File: config.mk
export PLATFORM = sky130hd
export DESIGN_NAME = td4x_core
export DESIGN_NICKNAME = d
export VERILOG_FILES = /design/src/rtl/td4x_pkg.sv /design/src/rtl/td4x_decoder.sv /design/src/rtl/td4x_core.sv
export SDC_FILE = /design/constraint.sdc
export NUM_CORES = 1
export LEC_CHECK = 0
export ABC_AREA = 1
export CAP_MARGIN = 15
export CORE_MARGIN = 5
export CORE_UTILIZATION = 45
export CTS_CLUSTER_DIAMETER = 150
export DETAILED_ROUTE_END_ITERATION = 8
export HOLD_SLACK_MARGIN = 0.06
export PLACE_DENSITY = 0.75
export SYNTH_ARGS = -nofsm -noshare
export SYNTH_HDL_FRONTEND = slang
export SYNTH_SLANG_ARGS = --single-unit
export TNS_END_PERCENT = 50
File: constraint.sdc
create_clock -name CLK -period 1.5 [get_ports CLK]
set_input_delay 0.3 -clock CLK [delete_from_list [all_inputs] [get_ports CLK]]
set_output_delay 0.3 -clock CLK [all_outputs]
set_load 0.1 [all_outputs]
File: src/rtl/td4x_pkg.sv
// Shared definitions for the TD4-class core: opcodes, FSM states, datapath
// select codes and load-vector bit positions.
package td4x_pkg;

  localparam logic [3:0] OP_ADD_A  = 4'b0000;
  localparam logic [3:0] OP_MOV_AB = 4'b0001;
  localparam logic [3:0] OP_IN_A   = 4'b0010;
  localparam logic [3:0] OP_MOV_A  = 4'b0011;
  localparam logic [3:0] OP_MOV_BA = 4'b0100;
  localparam logic [3:0] OP_ADD_B  = 4'b0101;
  localparam logic [3:0] OP_IN_B   = 4'b0110;
  localparam logic [3:0] OP_MOV_B  = 4'b0111;
  localparam logic [3:0] OP_NOP0   = 4'b1000;
  localparam logic [3:0] OP_OUT_B  = 4'b1001;
  localparam logic [3:0] OP_NOP1   = 4'b1010;
  localparam logic [3:0] OP_OUT_IM = 4'b1011;
  localparam logic [3:0] OP_ADD_AB = 4'b1100;
  localparam logic [3:0] OP_HLT    = 4'b1101;
  localparam logic [3:0] OP_JNC    = 4'b1110;
  localparam logic [3:0] OP_JMP    = 4'b1111;

  typedef enum logic {ST_RUN = 1'b0, ST_HALT = 1'b1} state_e;

  // ALU left operand
  typedef enum logic [1:0] {SEL_A, SEL_B, SEL_IN, SEL_ZERO} sel_e;

  // ALU right operand
  typedef enum logic [1:0] {ADDB_IM, ADDB_ZERO, ADDB_B} addb_e;

  localparam int LD_A   = 0;
  localparam int LD_B   = 1;
  localparam int LD_OUT = 2;
  localparam int LD_PC  = 3;
  localparam int LD_W   = 4;

endpackage

File: src/rtl/td4x_decoder.sv
// Combinational instruction decoder: opcode and carry flag to register load
// enables, ALU operand selects and halt request.
module td4x_decoder
  import td4x_pkg::*;
(
  input  logic [3:0]      op_i,
  input  logic            cf_i,
  output logic [LD_W-1:0] ld_o,
  output sel_e            sel_o,
  output addb_e           addb_o,
  output logic            halt_o
);

  always_comb begin
    ld_o   = '0;
    sel_o  = SEL_ZERO;
    addb_o = ADDB_ZERO;
    halt_o = 1'b0;
    unique case (op_i)
      OP_ADD_A:  begin ld_o[LD_A] = 1'b1;   sel_o = SEL_A;  addb_o = ADDB_IM; end
      OP_MOV_AB: begin ld_o[LD_A] = 1'b1;   sel_o = SEL_B;  end
      OP_IN_A:   begin ld_o[LD_A] = 1'b1;   sel_o = SEL_IN; end
      OP_MOV_A:  begin ld_o[LD_A] = 1'b1;   addb_o = ADDB_IM; end
      OP_MOV_BA: begin ld_o[LD_B] = 1'b1;   sel_o = SEL_A;  end
      OP_ADD_B:  begin ld_o[LD_B] = 1'b1;   sel_o = SEL_B;  addb_o = ADDB_IM; end
      OP_IN_B:   begin ld_o[LD_B] = 1'b1;   sel_o = SEL_IN; end
      OP_MOV_B:  begin ld_o[LD_B] = 1'b1;   addb_o = ADDB_IM; end
      OP_OUT_B:  begin ld_o[LD_OUT] = 1'b1; sel_o = SEL_B;  end
      OP_OUT_IM: begin ld_o[LD_OUT] = 1'b1; addb_o = ADDB_IM; end
      OP_ADD_AB: begin ld_o[LD_A] = 1'b1;   sel_o = SEL_A;  addb_o = ADDB_B; end
      OP_HLT:    halt_o = 1'b1;
      // Jumps route 0+IM through the ALU so CF is always cleared by them
      OP_JMP:    begin ld_o[LD_PC] = 1'b1;  addb_o = ADDB_IM; end
      OP_JNC:    begin ld_o[LD_PC] = ~cf_i; addb_o = ADDB_IM; end
      default:   ;
    endcase
  end

endmodule

File: src/rtl/td4x_core.sv
// Parametrised TD4-class CPU core with wait-stated fetch, IN/OUT ports,
// output strobe and HALT/RESUME.
module td4x_core
  import td4x_pkg::*;
#(
  parameter int unsigned DATA_W = 4,
  parameter int unsigned RST_PC = 0
) (
  input  logic              CLK,
  input  logic              RSTB,
  output logic [DATA_W-1:0] PC_ADDR,
  input  logic [DATA_W+3:0] INSTR,
  input  logic              INSTR_VALID,
  input  logic [DATA_W-1:0] IN_PORT,
  output logic [DATA_W-1:0] OUT_PORT,
  output logic              OUT_STB,
  input  logic              RESUME,
  output logic              HALTED
);

  localparam logic [DATA_W-1:0] PC_INIT = DATA_W'(RST_PC);

  logic [DATA_W-1:0] a_q, a_d, b_q, b_d, out_q, out_d, pc_q, pc_d;
  logic              cf_q, cf_d, stb_q, stb_d;
  state_e            state_q, state_d;

  logic [3:0]        op;
  logic [DATA_W-1:0] im;
  logic [LD_W-1:0]   ld;
  sel_e              sel;
  addb_e             addb;
  logic              halt_req;
  logic              exec;
  logic [DATA_W-1:0] src_val, addb_val;
  logic [DATA_W:0]   sum;

  assign op   = INSTR[DATA_W+3:DATA_W];
  assign im   = INSTR[DATA_W-1:0];
  assign exec = (state_q == ST_RUN) && INSTR_VALID;

  td4x_decoder u_dec (
    .op_i   (op),
    .cf_i   (cf_q),
    .ld_o   (ld),
    .sel_o  (sel),
    .addb_o (addb),
    .halt_o (halt_req)
  );

  always_comb begin
    src_val  = '0;
    addb_val = '0;
    case (sel)
      SEL_A:   src_val = a_q;
      SEL_B:   src_val = b_q;
      SEL_IN:  src_val = IN_PORT;
      default: src_val = '0;
    endcase
    case (addb)
      ADDB_IM: addb_val = im;
      ADDB_B:  addb_val = b_q;
      default: addb_val = '0;
    endcase
  end

  assign sum = {1'b0, src_val} + {1'b0, addb_val};

  always_comb begin
    a_d   = a_q;
    b_d   = b_q;
    out_d = out_q;
    pc_d  = pc_q;
    cf_d  = cf_q;
    stb_d = 1'b0;
    if (exec) begin
      if (ld[LD_A])   a_d   = sum[DATA_W-1:0];
      if (ld[LD_B])   b_d   = sum[DATA_W-1:0];
      if (ld[LD_OUT]) out_d = sum[DATA_W-1:0];
      pc_d  = ld[LD_PC] ? im : pc_q + DATA_W'(1);
      cf_d  = sum[DATA_W];
      stb_d = ld[LD_OUT];
    end
  end

  // A RESUME in the same cycle as HLT is ignored: state is still RUN then
  always_comb begin
    state_d = state_q;
    case (state_q)
      ST_RUN:  if (exec && halt_req) state_d = ST_HALT;
      ST_HALT: if (RESUME)           state_d = ST_RUN;
      default: state_d = ST_RUN;
    endcase
  end

  always_ff @(posedge CLK or negedge RSTB) begin
    if (!RSTB) begin
      a_q     <= '0;
      b_q     <= '0;
      out_q   <= '0;
      pc_q    <= PC_INIT;
      cf_q    <= 1'b0;
      stb_q   <= 1'b0;
      state_q <= ST_RUN;
    end else begin
      a_q     <= a_d;
      b_q     <= b_d;
      out_q   <= out_d;
      pc_q    <= pc_d;
      cf_q    <= cf_d;
      stb_q   <= stb_d;
      state_q <= state_d;
    end
  end

  assign PC_ADDR  = pc_q;
  assign OUT_PORT = out_q;
  assign OUT_STB  = stb_q;
  assign HALTED   = (state_q == ST_HALT);

endmodule

==> results.ini <==
[route]
vias = 1476
wire_per_inst_um = 18.39
viasPerCell = 5.788
first_pass_iters = 5
route.detailed.drc = 0
drtIter0Drc = 144
wl_um = 4689
final_antenna_net_count = 0

[clocking]
clockBufferDepth = 2
cts_made_buffers = 3
clk_pin_slew_worst_paths_ns = 0.12
clockRootBuffer = clkbuf_4
cts_tree = done
clock_sinks = 19
clkLatencyLatePin_ns = 0.31
ctsHtreeMaxLevel = 1

[synthesis]
ys_seq_area_share_pct = 39.67
synth.most_common_cell = nand2_1
synth.net_count = 185
synth_area_leaders = dfrtp_1 40%, nand2_1 20%, nand3_1 6.7%
avgSynthCellArea_sq_um = 7.354
synthFlopType = dfrtp_1
ys_async_sr_fraction_pct = 100.0
synth_edf_count = 0
synth_top_area_cell = dfrtp_1
yosys-top-cells-count = 65 x nand2_1, 19 x dfrtp_1, 16 x nand3_1, 14 x inv_1, 8 x nor2_1
yosys.cell_types.count = 24
syn_inst = 163
yosysTopAreaCellShare_pct = 39.67
ys_ff_latch = 19
yosysWarnings = 0
syn_area_sq_mm = 0.001199

[sta]
setup_viol = 10
drv_slew = 0
fmax_ghz = 0.5789
hold_violations = 0
period_needed_ns = 1.727
timing.final.crit_share_pct = 115.2
tightestPinTransition_ns = 0.2822
rsz0062_at_grt = yes
slew_headroom_pct = 81.10
setup_ws_ns = -0.2274
clock_skew_ns = 0.007756

[die]
pin_count = 26
die_h_um = 61.61
rows = 18
start_util_pct = 47.52
dieArea_sq_mm = 0.003796
core_sq_mm = 0.002522
die_x_um = 61.61

[placed_design]
io_buffers = 25
placed_area_sq_mm = 0.001777
gp_congestion = 0.8221
dp_hpwl_um = 2507

[power_and_ir_drop]
p_sw_share_pct = 49.99
pwr-share-seq_pct = 30.6
clock_power_share_pct = 10.0
p_switching_mw = 1.353
peakVddDrop_mv = 1.656
power_per_cell_area_mw_per_mm2 = 1286
power.internal_mw = 1.354
combinationalPowerShare_pct = 59.4
leakagePower_nw = 1.044

[setup_path]
critPathSlowestCell = o211ai_1
crit_arrival_ns = 1.93
worstPathRequired_ns = 1.70
critPathMaxStageDelay_ns = 0.25
startpoint_type = primary input
r2r-end = cf_q$_DFFE_PN0P_
r2r_start = b_q[0]$_DFFE_PN0P_
r2r_slack_ns = -0.08
crit_chain = buf_8 > buf_6 > o211ai_1 > buf_4 > buf_6 > nand3_4 > nand2_4 > ha_4 > nand3_4 > nand3_2 > nand2_2 > nand2_2 > nand2_1 > nand2_1
path_max_fanout = 4
endpoint_kind = flop
rr_worst_depth = 8
worstSetupPathType = in -> reg

[grt]
grt_use_total_pct = 23.24
grt_pass1_vias = 1480
grt_antenna_before_repair = 0
grt_pass1_wl_um = 6568
grt_overflow_total = 0
grt_max_degree = 20

[cells_and_area]
nFillCells = 132
multi_input_area_sq_um = 858.3
antenna_cells = 0
drive_gt1_share_pct = 45.33
num-nets-final = 248
utilization_pct = 83.48
final_area_sq_mm = 0.002106
area_growth_syn_to_layout_pct = 75.68
final-seq-area_sq_um = 479.2

[run_status]
violations = negative setup slack
status = finished, violations left

[worst_hold_path]
hold_class = in -> async

[flow_run]
drv_cap = 0

-- metrics by stage --
stage	setup TNS, ns	cells	power [mW]	hold slack [ns]	setup WS [ns]
after global routing	-1.743	255	2.817	0.3287	-0.2574
final	-1.378	255	2.708	0.3131	-0.2274
after global placement	-10.83	235	2.178	0.4634	-0.8699
after detailed placement	-11.75	235	2.207	0.4784	-0.9462
after floorplan	-0.6174	163	1.649	0.004409	-0.09757
after CTS	-0.9875	249	2.550	0.3204	-0.1241
-- cells by family after synthesis --
kind of cell | share of synthesized area, %
buffers and inverters | 5.636
adder cells (fa/ha/maj) | 6.889
flip-flops | 39.67
XOR/XNOR | 0.7308
AO/OA/AOI/OAI | 6.471
AND/OR/NAND/NOR | 40.61
-- critical path, delay by kind of cell --
kind / cells / cell delay [ns]
buffers and inverters: 4 / 0.51
AO/OA/AOI/OAI: 1 / 0.25
adder cells (fa/ha/maj): 1 / 0.23
AND/OR/NAND/NOR: 8 / 0.64
-- placed cells by master (no fill, tap or decap), types with 2 or more instances in the layout --
cell type         n
a21oi_2           2
buf_12           11
buf_4            32
buf_6             3
clkbuf_4          3
clkdlybuf4s50_1  11
dfrtp_1          16
dfrtp_2           3
ha_4              4
inv_1            10
inv_2             4
inv_6             2
nand2_1          56
nand2_2          11
nand2_4           3
nand3_1          10
nand3_2           4
nand3_4           2
nand4_1           3
nor2_1            5
nor2_4            4
nor3_4            3
o211ai_1          2
o21ai_0           3
o21ai_1           3
o21ai_2           2
-- layer usage --
metal	part of all wire [%]	track usage (%)	routed length, um
met1	36	26.79	1691
met2	47	40.06	2195
met3	9.2	5.241	433
met4	7.8	11.82	368
met5	0	0	0
-- repair_timing --
action / 4_1_cts / 5_1_grt
buffers inserted: 11 / 8
endpoints found under the setup margin: 13 / 11
gates resized for setup: 46 / 17
pin swaps: 16 / 25
hold buffers: 0 / 0
-- worst max path at each step --
stage / startpoint / to / slack (ns) / depth (start not counted)
detailed placement: INSTR[4] / b_q[1]$_DFFE_PN0P_ / -0.95 / 9
global placement: INSTR[4] / b_q[1]$_DFFE_PN0P_ / -0.87 / 9
CTS: INSTR[6] / OUT_PORT[2]$_DFFE_PN0P_ / -0.12 / 13
floorplan: INSTR[7] / a_q[1]$_DFFE_PN0P_ / -0.1 / 9
finish: INSTR[4] / a_q[3]$_DFFE_PN0P_ / -0.23 / 14
global route: INSTR[4] / a_q[3]$_DFFE_PN0P_ / -0.26 / 14
-- power by group through the flow --
| stage | clock [mW] | sequential, mW | combinational (mW) |
|---|---|---|---|
| 3_5_place_dp | 0 | 0.819 | 1.39 |
| 6_report | 0.270 | 0.830 | 1.61 |
| 3_3_place_gp | 0 | 0.810 | 1.37 |
| 4_1_cts | 0.277 | 0.810 | 1.46 |
| 5_1_grt | 0.302 | 0.840 | 1.68 |
| 2_1_floorplan | 0 | 1.30 | 0.354 |
-- flip-flops by register name, indices dropped and copies added, names as in the netlist --
signal / cells
OUT_STB: 1
OUT_PORT: 4
HALTED: 1
a_q: 4
b_q: 4
PC_ADDR: 4
cf_q: 1
-- layout make-up --
class / count / share of cell area [%]
sequential: 19 / 22.76
inverter: 18 / 3.981
multi-input combinational: 126 / 40.76
timing repair buffer: 58 / 29.41
tap: 30 / 1.783
clock buffer: 3 / 1.070
clock inverter: 1 / 0.2377
(Power assumes the default switching activity.)
==> edit 1: new RTL, same settings <==
The parameter `DATA_W` goes from 4 to 6.
--- a/src/rtl/td4x_core.sv
+++ b/src/rtl/td4x_core.sv
@@ -3,7 +3,7 @@
 module td4x_core
   import td4x_pkg::*;
 #(
-  parameter int unsigned DATA_W = 4,
+  parameter int unsigned DATA_W = 6,
   parameter int unsigned RST_PC = 0
 ) (
   input  logic              CLK,
Ports: changed (resized INSTR, IN_PORT, OUT_PORT and PC_ADDR); port bits go from 26 to 34. The function was not compared with the original's and may differ.
==> edit 1 against the original RTL <==
  * The flow still finishes with violations (negative setup slack)
  * Cell count increased by 40%
  * Routed wire length rose by 36%
  * Register-to-register slack got worse by 0.16 ns
  * Synthesized cell count up 42%
  * Area after synthesis is 41% higher
  * Worst setup slack got worse by 0.090 ns
  * Highest routed layer unchanged
  * Total power increased by 44%
  * First-iteration DRC count up 17%
  * Design area grew 41%
  * Sequential cell count is 8 higher
  * Largest power group unchanged
==> edit 1: results (changes against the original RTL) <==
run_status:
  status: "finished, violations left"
  violations: "negative setup slack"
place:
  pre_cts_slack_ns: -1.09  # -0.148 ns
  dp_hpwl_mm: 3.78  # +51%
  place_area_mm2: 0.00251  # +41%
  port_buffers: 33  # +32%
  gp_congestion: 0.960  # +17%
synth:
  avgSynthCellArea_um2: 7.33  # -0.27%
  yosys-top-cells-area: "dfrtp_1 40%, nand2_1 22%, nand3_1 6.8%"
  syn_nets: 259  # +40%
  synth_compound_area_share_pct: 9.01  # +2.5 points
  synthAdderAreaFrac_pct: 6.35  # -0.54 points
  ys_seq_area_share_pct: 39.9  # +0.22 points
routing:
  viasPerCell: 5.56  # -4.0%
  drt-met1-wl_mm: 2.42  # +43%
  route.met3.wl_um: 448  # +3.5%
  avgRoutedWirePerCell_um: 17.9  # -2.6%
  drtIter0Drc: 169  # +17%
global_route:
  met2_usage_pct: 38.8  # -1.3 points
  grt_use_total_pct: 23.7  # +0.42 points
  groute.layer.met1.usage_pct: 30.2  # +3.4 points
cells_and_area:
  buffers_excl_clock: 73  # +26%
  buffer_area_share_pct: 28.1  # -1.3 points
  seq_cell_count: 27  # +8
  seqAreaFraction_pct: 22.9  # +0.14 points
  nFillCells: 211  # +60%
  final-instance-count-excl-fill: 356  # +40%
  clkCellAreaFrac_pct: 1.56  # +0.25 points
  layout-drive-gt1-share_pct: 40.3  # -5.1 points
  inv_count: 26  # +8
power_and_ir_drop:
  leakagePower_nw: 1.46  # +40%
floorplan:
  die_w_um: 71.4  # +16%
sta:
  setup_ws_ns: -0.317  # -0.0896 ns
  worstMarginPinSlew_ns: 0.365  # +0.0826 ns
  finalSetupViolations: 16  # +6
  final.setup.tns_ns: -4.19  # -2.81 ns
  finClkSkew_ns: 0.00736  # -0.000401 ns
critical_path:
  arrival_ns: 2.03  # +0.10 ns
clock_network:
  clk_latency_ns: 0.28  # -0.03 ns
## edit 1: timing repair
| item | CTS | global route |
|---|---|---|
| endpoints found under the setup margin | 25 | 16 |
| setup buffers | 13 | 3 |
| resized for setup | 65 | 21 |
| cloned | 0 | 0 |
| pin swaps | 35 | 29 |
## edit 1: power by group
group	leakage, nW	switching [mW]	internal [mW]	total (mW)
Sequential	0.341	0.262	0.935	1.20
Combinational	1.10	1.41	0.875	2.28
Clock	0.0255	0.245	0.187	0.432
Total	1.46	1.92	2.00	3.91
## edit 1: path summary, 6_finish.rpt
check	from	end	slack, ns
max in group asynchronous	RSTB	PC_ADDR[0]$_DFFE_PN0P_	0.82
min in group CLK	INSTR[9]	OUT_STB$_DFF_PN0_	0.48
min	RSTB	b_q[1]$_DFFE_PN0P_	0.39
max	INSTR[9]	b_q[4]$_DFFE_PN0P_	-0.32
min reg2reg	a_q[5]$_DFFE_PN0P_	a_q[5]$_DFFE_PN0P_	0.51
max reg2reg	b_q[0]$_DFFE_PN0P_	b_q[4]$_DFFE_PN0P_	-0.24
## edit 1: logic make-up (layout without fill, tap and decap cells)
kind of cell,Yosys count,after routing
buffers and inverters,26,103
AOI/OAI and AO/OA,26,26
DFF,27,27
adders and majority gates,8,8
and+or+nand+nor,140,140
xor gates and xnor gates,4,4
## edit 1: critical path: stages
cell and delay [ns]:
buf_8 0.10, buf_6 0.12, nand2_8 0.07, o211ai_1 0.14
o21ai_4 0.14, o21ai_2 0.11, ha_4 0.17, fa_2 0.34
nand3_2 0.09, nand2_2 0.08, xor2_2 0.20, nand2_1 0.09
nand2_1 0.07
==> edit 2: new RTL, same settings <==
Without the edit above. `b_q` no longer has a reset.
--- a/src/rtl/td4x_core.sv
+++ b/src/rtl/td4x_core.sv
@@ -95,7 +95,6 @@
   always_ff @(posedge CLK or negedge RSTB) begin
     if (!RSTB) begin
       a_q     <= '0;
-      b_q     <= '0;
       out_q   <= '0;
       pc_q    <= PC_INIT;
       cf_q    <= 1'b0;
@@ -103,13 +102,16 @@
       state_q <= ST_RUN;
     end else begin
       a_q     <= a_d;
-      b_q     <= b_d;
       out_q   <= out_d;
       pc_q    <= pc_d;
       cf_q    <= cf_d;
       stb_q   <= stb_d;
       state_q <= state_d;
     end
+  end
+
+  always_ff @(posedge CLK) begin
+    b_q <= b_d;
   end
 
   assign PC_ADDR  = pc_q;
Formal check against the unedited RTL: not equivalent (a bounded check fails within 4 cycles, from zero or initial values and one cycle with RSTB low).
==> edit 2 against the original RTL <==
  * The run still ends with negative setup slack left
  * Total power down 11%
  * Critical endpoint is now b_q[1]$_DFFE_PP_
  * Area after synthesis down 1.5%
  * Design area down 8.4%
  * Via count down 14%
  * Fmax up 9.0%
  * Synthesized cell count down 4.9%
  * Routed wire length down 26%
  * Critical path type unchanged
  * Sequential cell count unchanged
  * Worst setup slack better by 0.14 ns
  * Highest routed layer unchanged
==> edit 2: results (changes against the original RTL) <==
run_status:
  status: "finished, violations left"
  violations: "negative setup slack"
routing:
  drt-met1-wl_mm: 1.39  # -18%
  route.met3.wl_um: 217  # -50%
  viasPerCell: 5.34  # -7.7%
  drtIter0Drc: 71  # -51%
  wl_met2_mm: 1.77  # -20%
critical_path:
  critPathMaxFanout: 6  # +2
  critPathTopFamily: "adder cells"
  reg2reg_slack_ns: -0.04  # +0.04 ns
  arrival_ns: 1.61  # -0.32 ns
  cpMaxStageDelayCell: "fa_2"
  critPathMaxStageDelay_ns: 0.49  # +0.24 ns
  r2r-start: "b_q[0]$_DFFE_PP_"
place:
  gp_congestion: 0.853  # +3.8%
  place_area_mm2: 0.00175  # -1.3%
  pre_cts_slack_ns: -0.927  # +0.0194 ns
clock_network:
  clk_latency_ns: 0.29  # -0.02 ns
  path_clk_slew_ns: 0.10  # -0.02 ns
synth:
  synth_compound_area_share_pct: 4.24  # -2.2 points
  ys_seq_area_share_pct: 41.9  # +2.3 points
  synth_cell_type_count: 24  # unchanged
  synth_xor_area_share_pct: 0.742  # +0.011 points
  synthAdderAreaFrac_pct: 6.99  # +0.10 points
  synth.area.mux_share_pct: 0  # unchanged
  synthArstFlopShare_pct: 78.9  # -21 points
  yosys-top-cells-count: "64 x nand2_1, 16 x nand3_1, 15 x dfrtp_1"
  yosys-top-cells-area: "dfrtp_1 32%, nand2_1 20%, edfxtp_1 10%"
  synth-edff-count: 4  # +4
sta:
  finClkSkew_ns: 0.00832  # +0.000564 ns
  final.setup.tns_ns: -0.500  # +0.878 ns
  whs_ns: 0.307  # -0.00637 ns
  finalSetupViolations: 10  # unchanged
  relSlewSlack_pct: 78.9  # -2.2 points
  setup_ws_ns: -0.0842  # +0.143 ns
power_and_ir_drop:
  leakagePower_nw: 0.954  # -8.6%
  ir_worst_vdd_uv: 1600  # -3.2%
cells_and_area:
  fin_nets: 230  # -7.3%
  final-instance-count-excl-fill: 237  # -7.1%
global_route:
  grt_pass1_wl_mm: 5.41  # -18%
  met2_usage_pct: 34.6  # -5.5 points
  met3_usage_pct: 2.10  # -3.1 points
  grt_max_degree: 16  # -20%
-- edit 2: cell types whose count changed after synthesis, sizes merged --
cell    unedited run  this run
clkinv             0         1
nor2              11         9
buf                0         1
a21oi              3         1
edfxtp             0         4
dfrtp             19        15
o21ai              8         6
inv               18        14
-- edit 2: timing repair --
item                       in CTS  in global routing
setup endpoints to repair      13                 10
setup buffers                   2                  4
gates resized for setup        32                 19
pin swaps                      14                 13
-- edit 2: report_power, final --
group,switching [mW],internal (mW),total [mW]
clock,0.147,0.104,0.250
combinational,0.854,0.529,1.38
sequential,0.141,0.645,0.786
-- edit 2: cell type report --
class | count | area (um^2)
Clock buffer | 4 | 26.3
Fill cell | 176 | 572
Inverter | 15 | 71.3
Multi-Input combinational cell | 120 | 742
Sequential cell | 19 | 502
Tap cell | 30 | 37.5
Timing Repair Buffer | 49 | 549
